File: src/rtl/switch_debounce.sv
// Synchronises and debounces WIDTH board inputs, producing clean levels,
// one-cycle rise/fall pulses per bit and a saturating count of rise cycles.
module switch_debounce #(
  parameter int WIDTH        = 8,
  parameter int TICK_DIV     = 50000,
  parameter int STABLE_TICKS = 4,
  parameter int COUNT_W      = 16
) (
  input  logic               clk,
  input  logic               rst,
  input  logic [WIDTH-1:0]   sw_in,
  input  logic               clear_count,
  output logic [WIDTH-1:0]   sw_state,
  output logic [WIDTH-1:0]   sw_rise,
  output logic [WIDTH-1:0]   sw_fall,
  output logic               any_change,
  output logic [COUNT_W-1:0] event_count
);

  localparam int TW = (TICK_DIV > 1) ? $clog2(TICK_DIV) : 1;
  localparam int SW = $clog2(STABLE_TICKS + 1);
  localparam logic [TW-1:0]      TICK_LAST = TW'(TICK_DIV - 1);
  localparam logic [SW-1:0]      STAB_LAST = SW'(STABLE_TICKS - 1);
  localparam logic [COUNT_W-1:0] COUNT_MAX = '1;

  logic [WIDTH-1:0] meta;
  logic [WIDTH-1:0] synced;
  logic [TW-1:0]    tick_cnt;
  logic             tick;
  logic [SW-1:0]    stab_cnt [WIDTH];

  always_ff @(posedge clk) begin
    if (rst) begin
      meta   <= '0;
      synced <= '0;
    end else begin
      meta   <= sw_in;
      synced <= meta;
    end
  end

  // Free-running prescaler; debounce decisions happen only on its wrap cycle.
  assign tick = (tick_cnt == TICK_LAST);

  always_ff @(posedge clk) begin
    if (rst) begin
      tick_cnt <= '0;
    end else if (tick) begin
      tick_cnt <= '0;
    end else begin
      tick_cnt <= tick_cnt + TW'(1);
    end
  end

  always_ff @(posedge clk) begin
    if (rst) begin
      sw_state <= '0;
      sw_rise  <= '0;
      sw_fall  <= '0;
      for (int i = 0; i < WIDTH; i++) begin
        stab_cnt[i] <= '0;
      end
    end else begin
      sw_rise <= '0;
      sw_fall <= '0;
      if (tick) begin
        for (int i = 0; i < WIDTH; i++) begin
          // Any tick agreeing with the accepted level restarts the run.
          if (synced[i] == sw_state[i]) begin
            stab_cnt[i] <= '0;
          end else if (stab_cnt[i] == STAB_LAST) begin
            sw_state[i] <= synced[i];
            stab_cnt[i] <= '0;
            sw_rise[i]  <= synced[i];
            sw_fall[i]  <= ~synced[i];
          end else begin
            stab_cnt[i] <= stab_cnt[i] + SW'(1);
          end
        end
      end
    end
  end

  assign any_change = |(sw_rise | sw_fall);

  always_ff @(posedge clk) begin
    if (rst || clear_count) begin
      event_count <= '0;
    end else if ((|sw_rise) && (event_count != COUNT_MAX)) begin
      event_count <= event_count + COUNT_W'(1);
    end
  end

endmodule

File: config.mk
export PLATFORM = sky130hd
export DESIGN_NAME = switch_debounce
export DESIGN_NICKNAME = d
export VERILOG_FILES = /design/src/rtl/switch_debounce.sv
export SDC_FILE = /design/constraint.sdc
export NUM_CORES = 1
export LEC_CHECK = 0
export ABC_AREA = 1
export ABC_CLOCK_PERIOD_IN_PS = 2050
export BUFFER_PORTS_ARGS = -buffer_cell sky130_fd_sc_hd__buf_2
export CAP_MARGIN = 20
export CORE_MARGIN = 3
export CORE_UTILIZATION = 58
export DETAILED_ROUTE_END_ITERATION = 8
export GPL_TIMING_DRIVEN = 0
export MAX_ROUTING_LAYER = met4
export PLACE_DENSITY_LB_ADDON = 0.08
export RECOVER_POWER = 50
export SETUP_SLACK_MARGIN = 0.02
export SLEW_MARGIN = 20
export SYNTH_ARGS = -nofsm -noshare
export SYNTH_HDL_FRONTEND = slang
export SYNTH_SLANG_ARGS = --single-unit
export TNS_END_PERCENT = 100
File: constraint.sdc
create_clock -name clk -period 2.05 [get_ports clk]
set_clock_uncertainty 0.2 [all_clocks]
set_input_delay 0.3075 -clock clk [delete_from_list [all_inputs] [get_ports clk]]
set_output_delay 0.3075 -clock clk [all_outputs]
set_load 0.01 [all_outputs]
## Word-level counts from Yosys, hierarchy flattened

Memory sizes are Yosys's and may differ from the RTL's.
Index checks and enable logic that the tools add are counted.

- Memories: 1
- Register bits: 72
- Bits of input ports: 11
- Bits in writable memories: 24

- Eq/ne operators: 18
- Multiplexer cells: 138
- $add $sub $neg: 10
- Bitwise operators: 50
- Reductions and logical operators: 21

Memories:

| memory | depth | width | read ports | clocked after Yosys merged registers in | wr ports | line | RTL |
|---|---|---|---|---|---|---|---|
| stab_cnt | 8 | 3 | 8 | 0 | 8 | 30 | `logic [SW-1:0] stab_cnt [WIDTH];` |

Operator list:

| operator | count |
|---|---|
| $mux W1 | 114 |
| $mux W3 | 24 |
| $add A16 B1 Y16 const B | 2 |
| $reduce_or A4 Y1 | 8 |
| $not A1 Y1 | 25 |
| $add A3 B1 Y3 const B | 8 |
| $eq A3 B2 Y1 const B | 8 |
| $or A1 B1 Y1 | 24 |
| $reduce_and A3 Y1 | 8 |
| $eq A16 B16 Y1 const B | 1 |
| $ne A16 B16 Y1 const B | 1 |
| $reduce_or A8 Y1 | 2 |
| $eq A1 B1 Y1 | 8 |
| $or A8 B8 Y8 | 1 |
| $reduce_or A2 Y1 | 1 |
| $logic_and A1 B1 Y1 | 1 |
| $logic_or A1 B1 Y1 | 1 |

## Logic depth before layout (Yosys ltp)

Gate-level depths: netlist of run 1.

- Word-level depth: 8
- Gate-level depth with buffers: 10

## Worst setup path before layout of run 1

Ideal clock, no wire load.

- Path kind: register to register
- From: reg tick_cnt[0]
- To: mem stab_cnt[0][0] in the netlist's numbering, enable pin
- Arrival time: 1.318 ns
- Clock period less this slack: 1.819 ns
- Buffers on the path: 1
- Data required time: 1.550 ns
- Cell stages (with the launch flop): 9
- Slack: 0.231 ns
- Path through: dfxtp_1 > ha_1 > nand2_1 > inv_1 > nand2_1 > nor2_4 > nand2_4 > nand2_2 > buf_4

RTL lines:

| item | line | RTL |
|---|---|---|
| from (decl) | 28 | `logic [TW-1:0] tick_cnt;` |
| from (signal assigned) | 51 | `tick_cnt <= tick_cnt + TW'(1);` |
| to (decl) | 30 |  |

## Final worst setup path of run 1

- From: reg sw_rise[2]
- To: out any_change

- Word-level cells in the longest chain between the ends: 2

Ends and longest elaborated chain:

| item | line | RTL |
|---|---|---|
| from (decl) | 14 | `output logic [WIDTH-1:0] sw_rise,` |
| from (signal, indexed assignment) | 74 | `sw_rise[i] <= synced[i];` |
| $or A8 B8 Y8 | 84 | `assign any_change = \|(sw_rise \| sw_fall);` |
| $reduce_or A8 Y1 | 84 |  |
| to (decl) | 16 | `output logic any_change,` |

No other way between the ends.

==> flow_metrics.env, run 1 <==
export IMPL_arrival_ns=1.40
export IMPL_yosys_area_top_type="dfxtp_1"
export IMPL_ir_drop_mv=0.509
export IMPL_synthesis_nets=565
export IMPL_clockBufferDepth=2
export IMPL_grt_max_degree=17
export IMPL_setup_viol=0
export IMPL_synth_cells=536
export IMPL_antenna_found_initial=0
export IMPL_fin_crit_ns=1.91
export IMPL_clkLatencyLatePin_ns=0.35
export IMPL_grt_pass1_wl_mm=14.3
export IMPL_route_detailed_drc=0
export IMPL_hold_class="in -> reg"
export IMPL_grt_overflow=0
export IMPL_synth_edf_count=24
export IMPL_fillers=604
export IMPL_synth_top_area_share=0.336
export IMPL_relSlewSlack=0.673
export IMPL_hold_viol=0
export IMPL_numCtsBuffers=9
export IMPL_vias_per_cell=5.02
export IMPL_synth_seq_cells=96
export IMPL_area_delta_synth_final_pct=15.3
export IMPL_synth_async_sr_flop_share=0
export IMPL_coreArea_um2=6980
export IMPL_cp_end_kind="output port"
export IMPL_startpoint_type="register"
export IMPL_max_freq_ghz=0.524
export IMPL_initial_core_util=0.615
export IMPL_timing_max_transition_violations_final=0
export IMPL_drive_gt1_frac=0.0832
export IMPL_synth_distinct_cells=29
export IMPL_setup_tns_ns=0
export IMPL_ys_warn_count=0
export IMPL_hpwl_mm=6.11
export IMPL_synthesis_area_um2=4290
export IMPL_root_buffer="clkbuf_8"
export IMPL_port_buffers=50
export IMPL_final_cell_mix="nand2_1 (106), nor2_1 (95), inv_1 (79)"
export IMPL_synthTopCellsByArea="dfxtp_1 (34%), edfxtp_1 (17%), nand2_1 (9.3%)"
export IMPL_stdcell_count=709
export IMPL_wire_per_inst_um=11.9
export IMPL_grt_pass1_vias=3285
export IMPL_maxCapViolCount=0
export IMPL_timing_critical_path_fanout_max=3
export IMPL_final_common_cell="nand2_1"
export IMPL_ys_flop_type="dfxtp_1"
export IMPL_rsz0062_at_grt="false"
export IMPL_gp_congestion=0.871
export IMPL_antenna_cells=0
export IMPL_dp_cells=682
export IMPL_drt_initial_drc_count=140
export IMPL_nets=637
export IMPL_drt_total_wl_mm=8.45
export IMPL_cts_max_level=3
export IMPL_outcome="finished, final reports clean"
export IMPL_leakagePower_uw=0.00203
export IMPL_io_pins=52
export IMPL_critPathRequiredTime_ns=1.54
export IMPL_std_cell_rows=30
export IMPL_finalCritPeriodShare=0.930
export IMPL_via_count=3561
export IMPL_cts_sinks=96
export IMPL_die_y_um=92.0
export IMPL_grt_util_all_layers=0.215
export IMPL_fp_dieW_um=92.0
export IMPL_drtAntennaViolNets=0
export IMPL_worstMarginPinSlew_ns=0.486
export IMPL_cts_tree="built"
export IMPL_crit_type="reg -> out"
export IMPL_firstDrtPassIters=4
export IMPL_clk_pin_slew_ns=0.09
export IMPL_die_area_um2=8470
export IMPL_regArea_um2=2160
export IMPL_synth_avg_cell_area_um2=8.01
export IMPL_multi_input_area_um2=1800
export IMPL_pwr_density_cell_nw_per_um2=685
export IMPL_ys_seq_area_frac=0.504
## through the flow
step	util	power, uW	cell area (um^2)	worst slack, ns	hold slack [ns]
6_report	0.709	3390	4950	0.143	0.0508
5_1_grt	0.709	3530	4950	0.0423	0.0676
4_1_cts	0.711	3430	4960	0.0254	0.0499
3_5_place_dp	0.668	2170	4660	-0.110	0.194
3_3_place_gp	0.668	2160	4660	-0.0689	0.193
2_1_floorplan	-	2130	4290	0.231	0.188
## per-layer routing
metal	up-vias	wire length, um	GRT usage
met3	12	378	0.0525
met1	1634	3830	0.247
met5	-	0	-
met2	76	4120	0.369
li1	1839	-	-
met4	0	117	0.0718
## synthesized netlist by cell type (3+ instances only)
cell      number
xnor2_1        3
dfxtp_1       72
buf_2          4
nand2_1      106
nand4_1        9
a21oi_1       25
o21bai_1       9
ha_1          18
nand3_1       33
nor2_4         3
clkbuf_1       4
edfxtp_1      24
xor2_1        11
nor2_1        96
nor3_1        16
o21ai_0        5
inv_1         79
nor2_2         3
## worst paths after layout
check / end / startpoint / cells past startpoint / slack, ns
setup / recovery: any_change / sw_rise[2] / 5 / 0.14
hold / removal: event_count[0] / clear_count / 4 / 0.05
setup reg to reg: stab_cnt[0][0] / tick_cnt[0] / 8 / 0.16
hold reg to reg: synced[5] / meta[5] / 2 / 0.21
## report_power, final
| part | internal, uW | switching (uW) | leakage (uW) |
|---|---|---|---|
| combinational | 58.7 | 80.4 | 0.00112 |
| sequential | 1980 | 21.7 | 0.000812 |
| clock | 607 | 645 | 0.000100 |
## repair_timing
action                                 CTS  global route
setup buffers                            1             2
hold buffers                             8             0
pin swaps                                1             1
endpoints found under the hold margin    8             0
gates resized for setup                  1             6
setup endpoints to repair               41            24
## critical path, cell delays in order, from the launching register on
cell	delay [ns]
dfxtp_1	0.34
nor2_1	0.11
nand2_1	0.16
nor2_4	0.18
nand3_1	0.11
buf_2	0.16
## sequential cells by signal, summed over array words and instances (netlist names)
signal and cells:
stab_cnt 24, sw_fall 8, meta 8, event_count 16
sw_rise 8, synced 8, tick_cnt 16, sw_state 8
## final cells by class
cell class,count,area share
Timing Repair Buffer,61,0.0615
Multi-Input combinational cell,350,0.363
Tap cell,96,0.0243
Inverter,80,0.0607
Clock inverter,5,0.0129
Clock buffer,11,0.0286
Buffer,10,0.0116
Sequential cell,96,0.437
## cell families after synthesis
family                     share of synthesized area
AOI/OAI and AO/OA                             0.0519
buffers and inverters                         0.0825
adders and majority gates                     0.0525
and+or+nand+nor                                0.281
xor gates and xnor gates                      0.0286
DFF                                            0.504
No activity file was read; power rests on OpenSTA's default activity.
==> inputs of run 2 (changes only) <==
- ABC_CLOCK_PERIOD_IN_PS: 2050 -> not set
- BUFFER_PORTS_ARGS: -buffer_cell sky130_fd_sc_hd__buf_2 -> -buffer_cell sky130_fd_sc_hd__buf_4
==> flow_metrics.env, run 2 (synthesized netlist as in run 1, its figures left out) <==
export IMPL_outcome="finished, final reports clean"
export IMPL_multi_input_area_um2=1790
export IMPL_startpoint_type="register"
export IMPL_hpwl_mm=6.17
export IMPL_grt_pass1_wl_mm=14.5
export IMPL_top_register="stab_cnt"
export IMPL_fillers=615
export IMPL_hold_viol=0
export IMPL_critPathLaunch="sw_rise[2]"
export IMPL_grt_util_all_layers=0.219
export IMPL_root_buffer="clkbuf_8"
export IMPL_rr_worst_depth=8
export IMPL_fp_dieW_um=92.0
export IMPL_setup_tns_ns=0
export IMPL_crit_type="reg -> out"
export IMPL_clkLatencyLatePin_ns=0.36
export IMPL_crit_chain="nor2_1, nand2_1, nor2_2, nand3_1, buf_4"
export IMPL_max_freq_ghz=0.522
export IMPL_cts_tree="built"
export IMPL_r2r_slack_ns=0.18
export IMPL_coreArea_um2=6980
export IMPL_cts_max_level=3
export IMPL_setup_viol=0
export IMPL_die_area_um2=8470
export IMPL_regArea_um2=2160
export IMPL_ir_drop_mv=0.553
export IMPL_final_cell_mix="nand2_1 (106), nor2_1 (95), inv_1 (79)"
export IMPL_drive_gt1_frac=0.0817
export IMPL_die_y_um=92.0
export IMPL_drtAntennaViolNets=0
export IMPL_largest_register_ffs=24
export IMPL_fin_area_um2=4940
export IMPL_std_cell_rows=30
export IMPL_drt_initial_drc_count=98
export IMPL_r2r_end="stab_cnt[0][2]"
export IMPL_crit_buf_inv=1
export IMPL_crit_family="simple AND/OR/NAND/NOR gates"
export IMPL_nets=636
export IMPL_firstDrtPassIters=4
export IMPL_port_buffers=50
export IMPL_area_delta_synth_final_pct=15.2
export IMPL_via_count=3566
export IMPL_drt_total_wl_mm=8.56
export IMPL_clk_pin_slew_ns=0.10
export IMPL_timing_critical_path_fanout_max=3
export IMPL_arrival_ns=1.41
export IMPL_grt_pass1_vias=3311
export IMPL_cp_end_kind="output port"
export IMPL_cp_depth=5
export IMPL_numCtsBuffers=9
export IMPL_fin_hold_ws_ns=0.0573
export IMPL_cts_sinks=96
export IMPL_wire_per_inst_um=12.1
export IMPL_maxCapViolCount=0
export IMPL_antenna_found_initial=0
export IMPL_grt_max_degree=19
export IMPL_timing_max_transition_violations_final=0
export IMPL_finalCritPeriodShare=0.935
export IMPL_final_common_cell="nand2_1"
export IMPL_final_util=0.708
export IMPL_pre_cts_ws_ns=-0.104
export IMPL_relSlewSlack=0.646
export IMPL_critPathRequiredTime_ns=1.54
export IMPL_hold_class="in -> reg"
export IMPL_route_detailed_drc=0
export IMPL_leakagePower_uw=0.00203
export IMPL_io_pins=52
export IMPL_slowest_stage="dfxtp_1"
export IMPL_antenna_cells=0
export IMPL_worst_slack_ns=0.134
export IMPL_endpoint="any_change"
export IMPL_initial_core_util=0.615
export IMPL_worstMarginPinSlew_ns=0.532
export IMPL_grt_overflow=0
export IMPL_pwr_density_cell_nw_per_um2=671
export IMPL_vias_per_cell=5.04
export IMPL_fin_crit_ns=1.92
export IMPL_slowest_delay_ns=0.32
export IMPL_gp_congestion=0.904
export IMPL_r2r_start="tick_cnt[0]"
export IMPL_clockBufferDepth=2
export IMPL_rsz0062_at_grt="false"
export IMPL_top_regs="stab_cnt x24, event_count x16, tick_cnt x16"
export IMPL_place_area_um2=4790
run 2: cell type report:
| class | count | share of cell area |
|---|---|---|
| Multi-Input combinational cell | 350 | 0.362 |
| Sequential cell | 96 | 0.437 |
| Inverter | 80 | 0.0607 |
| Tap cell | 96 | 0.0243 |
| Clock inverter | 6 | 0.0116 |
| Clock buffer | 10 | 0.0258 |
| Timing Repair Buffer | 60 | 0.0655 |
| Buffer | 10 | 0.0121 |
run 2: worst min path at each step:
stage | from | end | slack (ns) | depth (start not counted)
after detailed placement | meta[1] | synced[1] | 0.20 | 2
after floorplan | meta[0] | synced[0] | 0.19 | 2
after global routing | clear_count | event_count[0] | 0.05 | 4
after CTS | clear_count | event_count[15] | 0.05 | 4
after global placement | meta[5] | synced[5] | 0.19 | 2
final | clear_count | event_count[0] | 0.06 | 4
run 2: worst min-delay path, stage by stage:
cell	delay, ns
buf_4	0.08
nor2_1	0.09
nand2_1	0.08
nor2_1	0.03
run 2: per-stage QoR:
step           instances  total power, uW
6_report             708             3320
5_1_grt              708             3470
3_3_place_gp         682             2170
2_1_floorplan        536             2130
3_5_place_dp         682             2180
4_1_cts              707             3350
run 2: routing by layer:
layer  track usage  vias to the layer above  wire length (um)
met2         0.375                       74              4220
met1         0.255                     1638              3820
met4        0.0681                        0               121
li1              -                     1839                 -
met3        0.0533                       15               395
met5             -                        -                 0
run 2: timing repair:
action / CTS / global route
hold endpoints to repair: 8 / 0
endpoints found under the setup margin: 41 / 16
pin swaps: 1 / 1
setup buffers: 1 / 1
hold buffers: 8 / 0
gates resized for setup: 0 / 7
run 2: power by group:
part	total [uW]	internal [uW]	switching, uW
registers	2000	1980	21.1
logic	145	63.5	81.7
clock network	1170	474	700
==> inputs of run 3 (changes only) <==
- ABC_AREA: 1 -> not set
- CORE_UTILIZATION: 58 -> 52
- TNS_END_PERCENT: 100 -> not set
- clock period: 2.05 -> 1.6 ns (I/O delays scaled with it)
==> flow_metrics.env, run 3 <==
export IMPL_outcome="finished with violations"
export IMPL_violations="setup timing"
export IMPL_hold_viol=0
export IMPL_cts_tree="built"
export IMPL_arrival_ns=2.46
export IMPL_clockPowerShare=0.352
export IMPL_numCtsBuffers=9
export IMPL_critPathLaunch="tick_cnt[4]"
export IMPL_synth_cells=402
export IMPL_timing_max_transition_violations_final=0
export IMPL_switchingPower_uw=1030
export IMPL_grt_pass1_vias=3135
export IMPL_place_area_um2=4710
export IMPL_synthesis_nets=431
export IMPL_finalCritPeriodShare=1.52
export IMPL_synth_async_sr_flop_share=0
export IMPL_vias_per_cell=5.20
export IMPL_ys_flop_type="dfxtp_1"
export IMPL_port_buffers=50
export IMPL_cts_sinks=96
export IMPL_cp_common_cell="or4_4"
export IMPL_crit_chain="or4_4, or4_4, or2_4, or3_4, nor2_2"
export IMPL_nets=538
export IMPL_antenna_found_initial=0
export IMPL_synthTopCellsByCount="dfxtp_1 (72), nor2_1 (42), nand2_1 (37), edfxtp_1 (24)"
export IMPL_hpwl_mm=5.88
export IMPL_critPathRequiredTime_ns=1.63
export IMPL_fin_crit_ns=2.43
export IMPL_die_area_um2=8890
export IMPL_fillers=472
export IMPL_multi_input_area_um2=2230
export IMPL_io_pins=52
export IMPL_drt_initial_drc_count=62
export IMPL_p_int_uw=3220
export IMPL_root_buffer="clkbuf_8"
export IMPL_relSlewSlack=0.598
export IMPL_largest_register_ffs=24
export IMPL_worst_slack_ns=-0.828
export IMPL_top_regs="stab_cnt x24, event_count x16, tick_cnt x16"
export IMPL_regArea_um2=2210
export IMPL_coreArea_um2=7410
export IMPL_die_y_um=94.3
export IMPL_grt_pass1_wl_mm=15.1
export IMPL_pwr_density_cell_nw_per_um2=738
export IMPL_clkLatencyLatePin_ns=0.37
export IMPL_crit_buf_inv=0
export IMPL_synthTopCellsByArea="dfxtp_1 (36%), edfxtp_1 (18%), ha_1 (5.6%)"
export IMPL_setup_tns_ns=-62.79
export IMPL_final_common_cell="buf_4"
export IMPL_cp_end_kind="register"
export IMPL_ys_seq_area_frac=0.534
export IMPL_synthesis_area_um2=4050
export IMPL_ys_warn_count=0
export IMPL_cts_max_level=3
export IMPL_synth_avg_cell_area_um2=10.1
export IMPL_hold_class="in -> reg"
export IMPL_timing_critical_path_fanout_max=6
export IMPL_slowest_stage="or4_4"
export IMPL_route_detailed_drc=0
export IMPL_synth_seq_cells=96
export IMPL_grt_max_degree=18
export IMPL_wire_per_inst_um=15.4
export IMPL_area_delta_synth_final_pct=41.9
export IMPL_clockBufferDepth=2
export IMPL_slowest_delay_ns=0.53
export IMPL_r2r_slack_ns=-0.83
export IMPL_pwr_share_seq=0.600
export IMPL_gp_congestion=0.812
export IMPL_min_delay_start="rst"
export IMPL_rsz0062_at_grt="true"
export IMPL_crit_type="reg -> reg"
export IMPL_ir_drop_mv=0.808
export IMPL_grt_util_all_layers=0.226
export IMPL_leakagePower_uw=0.00230
export IMPL_top_register="stab_cnt"
export IMPL_fin_area_um2=5750
export IMPL_final_cell_mix="buf_4 (70), dfxtp_1 (47), nor2_2 (30)"
export IMPL_r2r_start="tick_cnt[4]"
export IMPL_grt_overflow=0
export IMPL_synth_edf_count=24
export IMPL_antenna_cells=0
export IMPL_clk_pin_slew_ns=0.10
export IMPL_worstMarginPinSlew_ns=0.603
export IMPL_drive_gt1_frac=0.482
export IMPL_std_cell_rows=31
export IMPL_maxCapViolCount=0
export IMPL_drtAntennaViolNets=0
export IMPL_p_comb_frac=0.049
export IMPL_stdcell_count=613
export IMPL_synth_top_area_share=0.356
export IMPL_startpoint_type="register"
export IMPL_p_total_uw=4240
export IMPL_drt_total_wl_mm=9.44
export IMPL_synth_most_common_cell="dfxtp_1"
export IMPL_synth_distinct_cells=42
export IMPL_setup_viol=105
export IMPL_initial_core_util=0.547
export IMPL_via_count=3187
export IMPL_max_freq_ghz=0.412
export IMPL_firstDrtPassIters=4
export IMPL_crit_family="simple AND/OR/NAND/NOR gates"
export IMPL_fp_dieW_um=94.3
export IMPL_yosys_area_top_type="dfxtp_1"
export IMPL_dp_cells=551
export IMPL_switching_share=0.242
-- run 3: path summary, 6_finish.rpt --
check | endpoint | cells past startpoint
max | stab_cnt[1][4] | 5
min | synced[0] | 2
max reg2reg | stab_cnt[1][4] | 5
min reg2reg | synced[7] | 1
-- run 3: final cells by class --
cell class,count,area share
clock inverter,6,0.00914
timing repair buffer,98,0.148
sequential,96,0.384
multi-input combinational,275,0.387
clock buffer,10,0.0222
inverter,18,0.0117
buffer,11,0.0163
tap,99,0.0215
-- run 3: cells by family (layout without fill, tap and decap cells) --
group           after synthesis  count (layout)  synth area share
buf+inv                      31             143            0.0318
xor+xnor                     29              29            0.0627
compound gates               24              24            0.0346
flops                        96              96             0.534
simple gates                204             204             0.282
fa+ha+maj                    18              18            0.0556
-- run 3: metal layers --
| metal | global-route usage | wire length, um |
|---|---|---|
| met1 | 0.276 | 4030 |
| met2 | 0.370 | 4860 |
| met3 | 0.0553 | 317 |
| met4 | 0.0722 | 239 |
| met5 | - | 0 |
-- run 3: worst register-to-register path, delay by kind of cell, from the launching register on --
family	cells	cell delay, ns
AND/OR/NAND/NOR	5	1.75
flip-flops	1	0.34
-- run 3: power groups by stage --
stage	logic (uW)	registers (uW)	clock network [uW]
after global routing	232	2550	1620
after floorplan	99.5	2590	0
after CTS	187	2540	1520
final	206	2540	1490
after global placement	137	2600	0
after detailed placement	142	2600	0
-- run 3: timing repair --
action | in CTS | in global routing
endpoints found under the setup margin | 105 | 105
hold buffers | 9 | 0
setup buffers | 36 | 6
hold endpoints to repair | 9 | 0
gates cloned | 2 | 0
gates resized for setup | 60 | 80
pin swaps | 23 | 32
-- run 3: stage by stage --
| stage | worst slack [ns] | hold WS (ns) | util |
|---|---|---|---|
| 2_1_floorplan | -0.794 | 0.168 | - |
| 3_3_place_gp | -1.48 | 0.217 | 0.635 |
| 3_5_place_dp | -1.13 | 0.223 | 0.635 |
| 4_1_cts | -0.921 | 0.0132 | 0.737 |
| 5_1_grt | -0.868 | 0.00202 | 0.776 |
| 6_report | -0.828 | 0.00851 | 0.776 |
